**config.mk**
```make
export PLATFORM = sky130hd
export DESIGN_NAME = ccff_bitstream_loader
export DESIGN_NICKNAME = d
export VERILOG_FILES = /design/src/rtl/ccff_bitstream_loader.sv
export SDC_FILE = /design/constraint.sdc
export NUM_CORES = 1
export LEC_CHECK = 0
export CAP_MARGIN = 20
export CORE_UTILIZATION = 35
export CTS_CLUSTER_SIZE = 40
export DETAILED_ROUTE_END_ITERATION = 8
export PLACE_DENSITY = 0.55
export SYNTH_ARGS = -nofsm -noshare
export SYNTH_HDL_FRONTEND = slang
export SYNTH_SLANG_ARGS = --single-unit
```
**constraint.sdc**
```tcl
create_clock -name prog_clk -period 4.1 [get_ports prog_clk]
set_clock_uncertainty 0.1 [all_clocks]
set_input_delay 0.82 -clock prog_clk [delete_from_list [all_inputs] [get_ports prog_clk]]
set_output_delay 0.82 -clock prog_clk [all_outputs]
set_load 0.05 [all_outputs]
```
**src/rtl/ccff_bitstream_loader.sv**
```systemverilog
// Configuration-chain loader: serialises configuration words LSB-first onto
// the fabric configuration chain and returns the bits that fall out of the
// chain tail as readback words.
//
// state    | meaning
// ---------+-----------------------------------------------------------
// ST_IDLE  | waiting for cfg_start
// ST_LOAD  | wr_ready high, waiting for the next configuration word
// ST_SHIFT | one chain bit per cycle, tail bit captured into readback
// ST_DONE  | one-cycle done pulse, then back to idle
module ccff_bitstream_loader #(
   parameter int WORD_W = 32,
   parameter int LEN_W  = 20
) (
   input  logic              prog_clk,
   input  logic              pReset_n,
   input  logic              cfg_start,
   input  logic [LEN_W-1:0]  cfg_len,
   input  logic [WORD_W-1:0] wr_data,
   input  logic              wr_valid,
   output logic              wr_ready,
   output logic              ccff_head,
   output logic              ccff_shift_en,
   input  logic              ccff_tail,
   output logic [WORD_W-1:0] rd_data,
   output logic              rd_valid,
   output logic              busy,
   output logic              done
);

   localparam int IDX_W = (WORD_W > 1) ? $clog2(WORD_W) : 1;

   typedef enum logic [1:0] {
      ST_IDLE,
      ST_LOAD,
      ST_SHIFT,
      ST_DONE
   } state_t;

   state_t            state;
   logic [LEN_W-1:0]  remaining;
   logic [IDX_W-1:0]  idx;
   logic [WORD_W-1:0] sreg;
   logic [WORD_W-1:0] rb;
   logic [WORD_W-1:0] rb_next;
   logic              last_bit;
   logic              word_full;

   // Readback word including the tail bit captured this cycle, so the word
   // handed out on exit from SHIFT already contains its final bit.
   always_comb begin
      rb_next      = rb;
      rb_next[idx] = ccff_tail;
   end

   // remaining is the down-counter of chain bits still to go; terminal count
   // is 1 so the exit is taken before it could wrap past zero.
   assign last_bit  = (remaining == LEN_W'(1));
   assign word_full = (idx == IDX_W'(WORD_W - 1));

   // Loader FSM with its datapath registers.
   always_ff @(posedge prog_clk or negedge pReset_n) begin
      if (!pReset_n) begin
         state     <= ST_IDLE;
         remaining <= '0;
         idx       <= '0;
         sreg      <= '0;
         rb        <= '0;
         rd_data   <= '0;
         rd_valid  <= 1'b0;
      end else begin
         rd_valid <= 1'b0;
         case (state)
            ST_IDLE: begin
               if (cfg_start) begin
                  if (cfg_len == '0) begin
                     state <= ST_DONE;
                  end else begin
                     remaining <= cfg_len;
                     idx       <= '0;
                     state     <= ST_LOAD;
                  end
               end
            end
            ST_LOAD: begin
               if (wr_valid) begin
                  sreg  <= wr_data;
                  idx   <= '0;
                  rb    <= '0;
                  state <= ST_SHIFT;
               end
            end
            ST_SHIFT: begin
               rb        <= rb_next;
               sreg      <= sreg >> 1;
               idx       <= idx + IDX_W'(1);
               remaining <= remaining - LEN_W'(1);
               if (last_bit) begin
                  rd_data  <= rb_next;
                  rd_valid <= 1'b1;
                  state    <= ST_DONE;
               end else if (word_full) begin
                  rd_data  <= rb_next;
                  rd_valid <= 1'b1;
                  state    <= ST_LOAD;
               end
            end
            ST_DONE: begin
               state <= ST_IDLE;
            end
            default: begin
               state <= ST_IDLE;
            end
         endcase
      end
   end

   // Handshake and chain controls depend only on the registered state, so
   // they are glitch-free and all read 0 while reset holds the FSM in idle.
   assign wr_ready      = (state == ST_LOAD);
   assign ccff_shift_en = (state == ST_SHIFT);
   assign ccff_head     = ccff_shift_en & sreg[0];
   assign busy          = (state != ST_IDLE);
   assign done          = (state == ST_DONE);

endmodule

```
# --- Word level (Yosys, flattened, before mapping) ---
# Cells that the tools add are included.
totals:
  ff_bits: 124
  inputBits: 57
  out_inout_bits: 38
  word_cells: 59
classes:
  n_addsub: 2
  n_lt_le_gt_ge: 2
  eq_ne: 9
  mux: 25
  bitwise: 1
  reduce_logical: 13
ops:
  columns: ["operator", "count"]
  rows:
  - ["$mux W32", 4]
  - ["$pmux W32 S2", 2]
  - ["$mux W20", 2]
  - ["$pmux W20 S2", 1]
  - ["$bwmux W32", 1]
  - ["$eq A20 B1 Y1 const B", 1]
  - ["$logic_not A20 Y1", 1]
  - ["$sub A20 B1 Y20 const B", 1]
  - ["$mux W5", 3]
  - ["$pmux W5 S3", 1]
  - ["$mux W2", 5]
  - ["$pmux W2 S4", 1]
  - ["$reduce_bool A2 Y1", 4]
  - ["$lt A5 B6 Y1 const B", 1]
  - ["$ne A2 B2 Y1 const B", 3]
  - ["$reduce_and A3 Y1", 2]
  - ["$add A5 B1 Y5 const B", 1]
  - ["$demux W1 S5", 1]
  - ["$eq A5 B5 Y1 const B", 1]
  - ["$ge A5 B1 Y1 const B", 1]
  - ["$eq A2 B2 Y1 const B", 2]
  - ["$mux W1", 4]
  - ["$reduce_and A2 Y1", 2]
  - ["$reduce_and A4 Y1", 1]
  - ["6 further kinds", 6]

# --- Logic depth before layout (Yosys ltp) ---
depth:
  word_depth: 7
  mapped_depth: 10
  mapped_depth_nobuf: 7

# --- Worst setup path after synthesis ---
# OpenSTA, ideal clock, no wires.
synth_path:
  path_type: "register to output"
  startpoint: "reg state[0]"
  endpoint: "out ccff_head"
  arrival_time_ps: 2273
  required_ps: 3180
  path_slack_ps: 907
  path_stages_with_launch: 7
  n_path_buf: 3
  path_cell_list: "dfrtp_1 inv_1 ha_1 clkbuf_1 clkbuf_1 clkbuf_1 and2_1"
synth_between:
  elab_chain_len: 2
synth_lines:
  columns: ["item", "line", "text"]
  rows:
  - ["from (decl)", "40", "state_t state;"]
  - ["from (signal assigned)", "64", "state <= ST_IDLE;"]
  - ["from (signal assigned)", "77", "state <= ST_DONE;"]
  - ["from (signal assigned)", "81", "state <= ST_LOAD;"]
  - ["$eq A2 B2 Y1", "121", "assign ccff_shift_en = (state == ST_SHIFT);"]
  - ["net ccff_shift_en", "23", "output logic ccff_shift_en,"]
  - ["$and A1 B1 Y1", "122", "assign ccff_head = ccff_shift_en & sreg[0];"]
  - ["to (decl)", "22", "output logic ccff_head,"]
# The timed path passes the listed nets, and every way through them passes these cells.

# --- Final worst setup path ---
layout_path:
  startpoint: "reg state[0]"
  endpoint: "out ccff_head"
layout_between:
  elab_chain_len: 2
layout_lines:
  columns: ["item", "line"]
  rows:
  - ["$eq A2 B2 Y1", "121"]
  - ["$and A1 B1 Y1", "122"]
# No other way between the ends.

==> metrics.sh <==
SETUP_SLACK_NS=0.971
GRT_ANTENNA_BEFORE_REPAIR=0
PORTBUFFERS=94
TIMING.CRITICAL_PATH.CELLS='inv_1 > ha_4 > and2_1 > clkdlybuf4s50_1'
FIRST_GLOBAL_VIAS=5101
AREA_GROWTH_PCT=24.8
MAX_CAP_VIOLATIONS=0
DRT_PRE_ANTENNA_ITERS=4
REPORT.FINAL.HOLD_VIOL_COUNT=0
REG2REG_FROM='remaining[10]'
YS.WARNINGS.COUNT=0
REQUIRED_NS=3.18
MET3WIRELENGTH_UM=829
INITIALDRTVIOLATIONCOUNT=295
POWER.STATIC_LEAKAGE_nW=3.56
SYNTHDISTINCTLIBCELLS=54
WORSTPATHMAXFANOUT=16
N_ANTENNA_CELL=0
DRT_WL_TOTAL_UM=15300
DP.FINAL_HPWL_UM=10200
FP.DIEH_UM=140
WIRE_LENGTH_OF_THE_FIRST_GLOBAL_ROUTING_PASS_UM=25700
CRITICAL_PATH_ARRIVAL_NS=2.21
RSZ0062_AT_GRT='no'
IR_WORST_VDD_mV=0.307
CTS-ROOT-BUF='sky130_fd_sc_hd__clkbuf_16'
DOMINANTREGCELLSYNTH='sky130_fd_sc_hd__dfrtp_1'
LAYOUT_COMMON_CELLS='sky130_fd_sc_hd__dfrtp_1 (124), sky130_fd_sc_hd__clkdlybuf4s50_1 (93), sky130_fd_sc_hd__o21ai_0 (82), sky130_fd_sc_hd__nand2_1 (75), sky130_fd_sc_hd__a21oi_1 (45)'
RUN_STATUS='finished clean'
TIMING.SLEW.HEADROOM=0.305
CP-STARTPOINT='state[0]'
POST_DR_VIAS_CELL=5.20
FLOORPLAN.DIE.WIDTH_UM=140
FILLERS=1768
MAPPEDNETLISTAREA_MM2=0.00669
ROWS=50
GRT_START_MAX_NET_PINS=97
VIAS=5085
WORST-SLEW-PIN-TRANSITION_NS=1.04
DIE_AREA_MM2=0.0197
SYNTH-ASYNC-RESET-RATIO=1.00
POST_CTS.REPAIR.SETUP_BUFFERS=0
LAYOUT.CELLS.MOST_COMMON='sky130_fd_sc_hd__dfrtp_1'
SYNTH_EDF_COUNT=0
ANT_NETS=0
CP.BUFFERS_INVERTERS=2
NUMCLOCKSINKS=124
GLOBALROUTETOTALUTIL=0.163
CTS_MAX_LEVEL=4
CRITICAL_PATH.SLOWEST_CELL='sky130_fd_sc_hd__clkdlybuf4s50_1'
CLOCK_TREE_FROM_TRITONCTS='built'
MAX_CLOCK_FREQ_GHz=0.320
TIMING.SETUP.CRITICAL_PATH_CLASS='reg -> out'
FINAL.PERIOD_UTILIZATION=0.763
WORST_SKEW_PAIR.LATE_LATENCY_NS=0.41
CP-START-KIND='register'
WORST_R2R_PATH_DEPTH=6
WORST_PATH_CLK_SLEW_NS=0.06
SEQ_AREA_FRAC_SYNTH=0.464
WORST_PATH_DOMINANT_CELL_FAMILY='buffers and inverters'
POSTSYNTHNETCOUNT=731
REGTOREGSETUPSLACK_NS=1.29
CTS_RESIZED=0
SETUP_VIOL=0
FLOORPLAN.INITIALDENSITY=0.358
MIN_PATH_TYPE='in -> async'
ROUTE.TOP_LAYER_USED='met4'
CTS_BUFFER_DEPTH=2
MET2WIRELENGTH_UM=7140
SYN-MEAN-INSTANCE-AREA_UM2=10.1
HOLD_FIX_BUFFER_COUNT_AFTER_CTS=0
REGAREA_MM2=0.00310
COMBINED_AREA_OF_THE_MULTI_INPUT_LOGIC_CELLS_MM2=0.00324
GR-TOTAL-OVERFLOW=0
FINAL_LAYOUT_SIZE_SUFFIX_GT1_FRAC=0.152
SYNTH_CELLS=663
CTS_INSERTED_BUFFERS=17
POWER.DENSITY_CELL_AREA_mW_PER_MM2=566
SETUP_CRIT_END_KIND='output port'
MET1WIRELENGTH_UM=7240
PRE_CTS_SLACK_NS=0.770
FINAL_NET_COUNT=802
CORE_MM2=0.0187
DETAIL_ROUTE.DRC_VIOLATIONS=0
TIMING.FINAL.CRIT_PERIOD_NS=3.13
SETUP_TNS_NS=0
MAXSLEWVIOLCOUNT=0
PIN_COUNT=95
GPL.FINAL_WEIGHTED_CONGESTION=0.812
RR_ENDPOINT='rd_data[7]'
POSTSYNTHREGISTERBITS=124
TIMING.CRITICAL_PATH.SLOWEST_CELL_DELAY_NS=0.84
AVGROUTEDWIREPERCELL_UM=15.7
-- cells by family (layout without fill, tap and decap cells) --
kind of cell | after synthesis | after routing | share of synthesized area
simple gates | 166 | 166 | 0.127
fa+ha+maj | 11 | 11 | 0.0206
mux | 101 | 101 | 0.180
buf+inv | 82 | 163 | 0.0548
flops | 124 | 124 | 0.464
compound gates | 179 | 179 | 0.154
-- worst reg2reg max path: cells and delay by family (launching register included) --
kind / cells / cell delay (ns)
AND/OR/NAND/NOR: 3 / 1.18
flip-flops: 1 / 0.44
AO/OA/AOI/OAI: 1 / 0.40
multiplexers: 1 / 0.32
buffers and inverters: 1 / 0.25
-- worst max-delay path by stage --
stage               endpoint  slack (ns)  depth (start not counted)
3_5_place_dp   remaining[17]        0.77                          6
3_3_place_gp   remaining[17]        0.83                          6
2_1_floorplan      ccff_head        0.91                          6
5_1_grt            ccff_head        0.83                          4
4_1_cts            ccff_head        0.93                          4
6_report           ccff_head        0.97                          4
-- cells in the mapped netlist, types with 3 or more instances --
master	count	area, um2
sky130_fd_sc_hd__dfrtp_1	124	3100
sky130_fd_sc_hd__o21ai_0	82	410
sky130_fd_sc_hd__nand2_1	75	282
sky130_fd_sc_hd__a21oi_1	45	225
sky130_fd_sc_hd__clkbuf_1	40	150
sky130_fd_sc_hd__mux2_2	36	405
sky130_fd_sc_hd__mux2i_1	36	360
sky130_fd_sc_hd__inv_1	32	120
sky130_fd_sc_hd__mux2_4	29	435
sky130_fd_sc_hd__nand3_1	23	115
sky130_fd_sc_hd__o22ai_1	21	131
sky130_fd_sc_hd__nor2b_1	12	75.1
sky130_fd_sc_hd__ha_1	11	138
sky130_fd_sc_hd__nor2_1	11	41.3
sky130_fd_sc_hd__nand2b_1	9	56.3
sky130_fd_sc_hd__a2bb2oi_1	6	52.6
sky130_fd_sc_hd__nor4_1	5	31.3
sky130_fd_sc_hd__or3_1	5	31.3
sky130_fd_sc_hd__buf_1	4	15.0
sky130_fd_sc_hd__nor3_1	4	20.0
sky130_fd_sc_hd__a211o_1	3	26.3
sky130_fd_sc_hd__and2_1	3	18.8
sky130_fd_sc_hd__buf_12	3	60.1
sky130_fd_sc_hd__nand4b_1	3	26.3
sky130_fd_sc_hd__o22a_1	3	26.3
-- stage by stage --
step,power [W],utilization,cell area (um2),hold WS (ns),instances
2_1_floorplan,0.00284,-,6690,0.342,663
3_3_place_gp,0.00323,0.415,7760,0.357,948
3_5_place_dp,0.00329,0.415,7760,0.372,948
4_1_cts,0.00476,0.445,8330,0.384,977
5_1_grt,0.00503,0.446,8350,0.407,978
6_report,0.00472,0.446,8350,0.354,978
-- where the power goes --
part           leakage, nW  switching (W)  total [W]  internal, W
sequential            1.56       0.000245    0.00176      0.00152
combinational         1.72       0.000900    0.00150     0.000600
clock                0.278       0.000532    0.00146     0.000930
-- area by class of cell --
class                           count  area share
Tap cell                          234      0.0351
Inverter                           32      0.0144
Sequential cell                   124       0.372
Multi-Input combinational cell    457       0.389
Timing Repair Buffer              102       0.123
Clock buffer                       22      0.0568
Clock inverter                      7      0.0109
-- per-layer routing --
layer / vias to the layer above / GRT usage
met5: - / 0
met4: 0 / 0.0492
met2: 115 / 0.264
met1: 2463 / 0.207
met3: 13 / 0.0526
li1: 2494 / -
-- state kept, by name, summed over array words and instances (netlist names) --
signal,cells
rd_data,32
rd_valid,1
remaining,20
sreg,32
idx,5
rb,32
state,2
No activity file was read; power rests on OpenSTA's default activity.
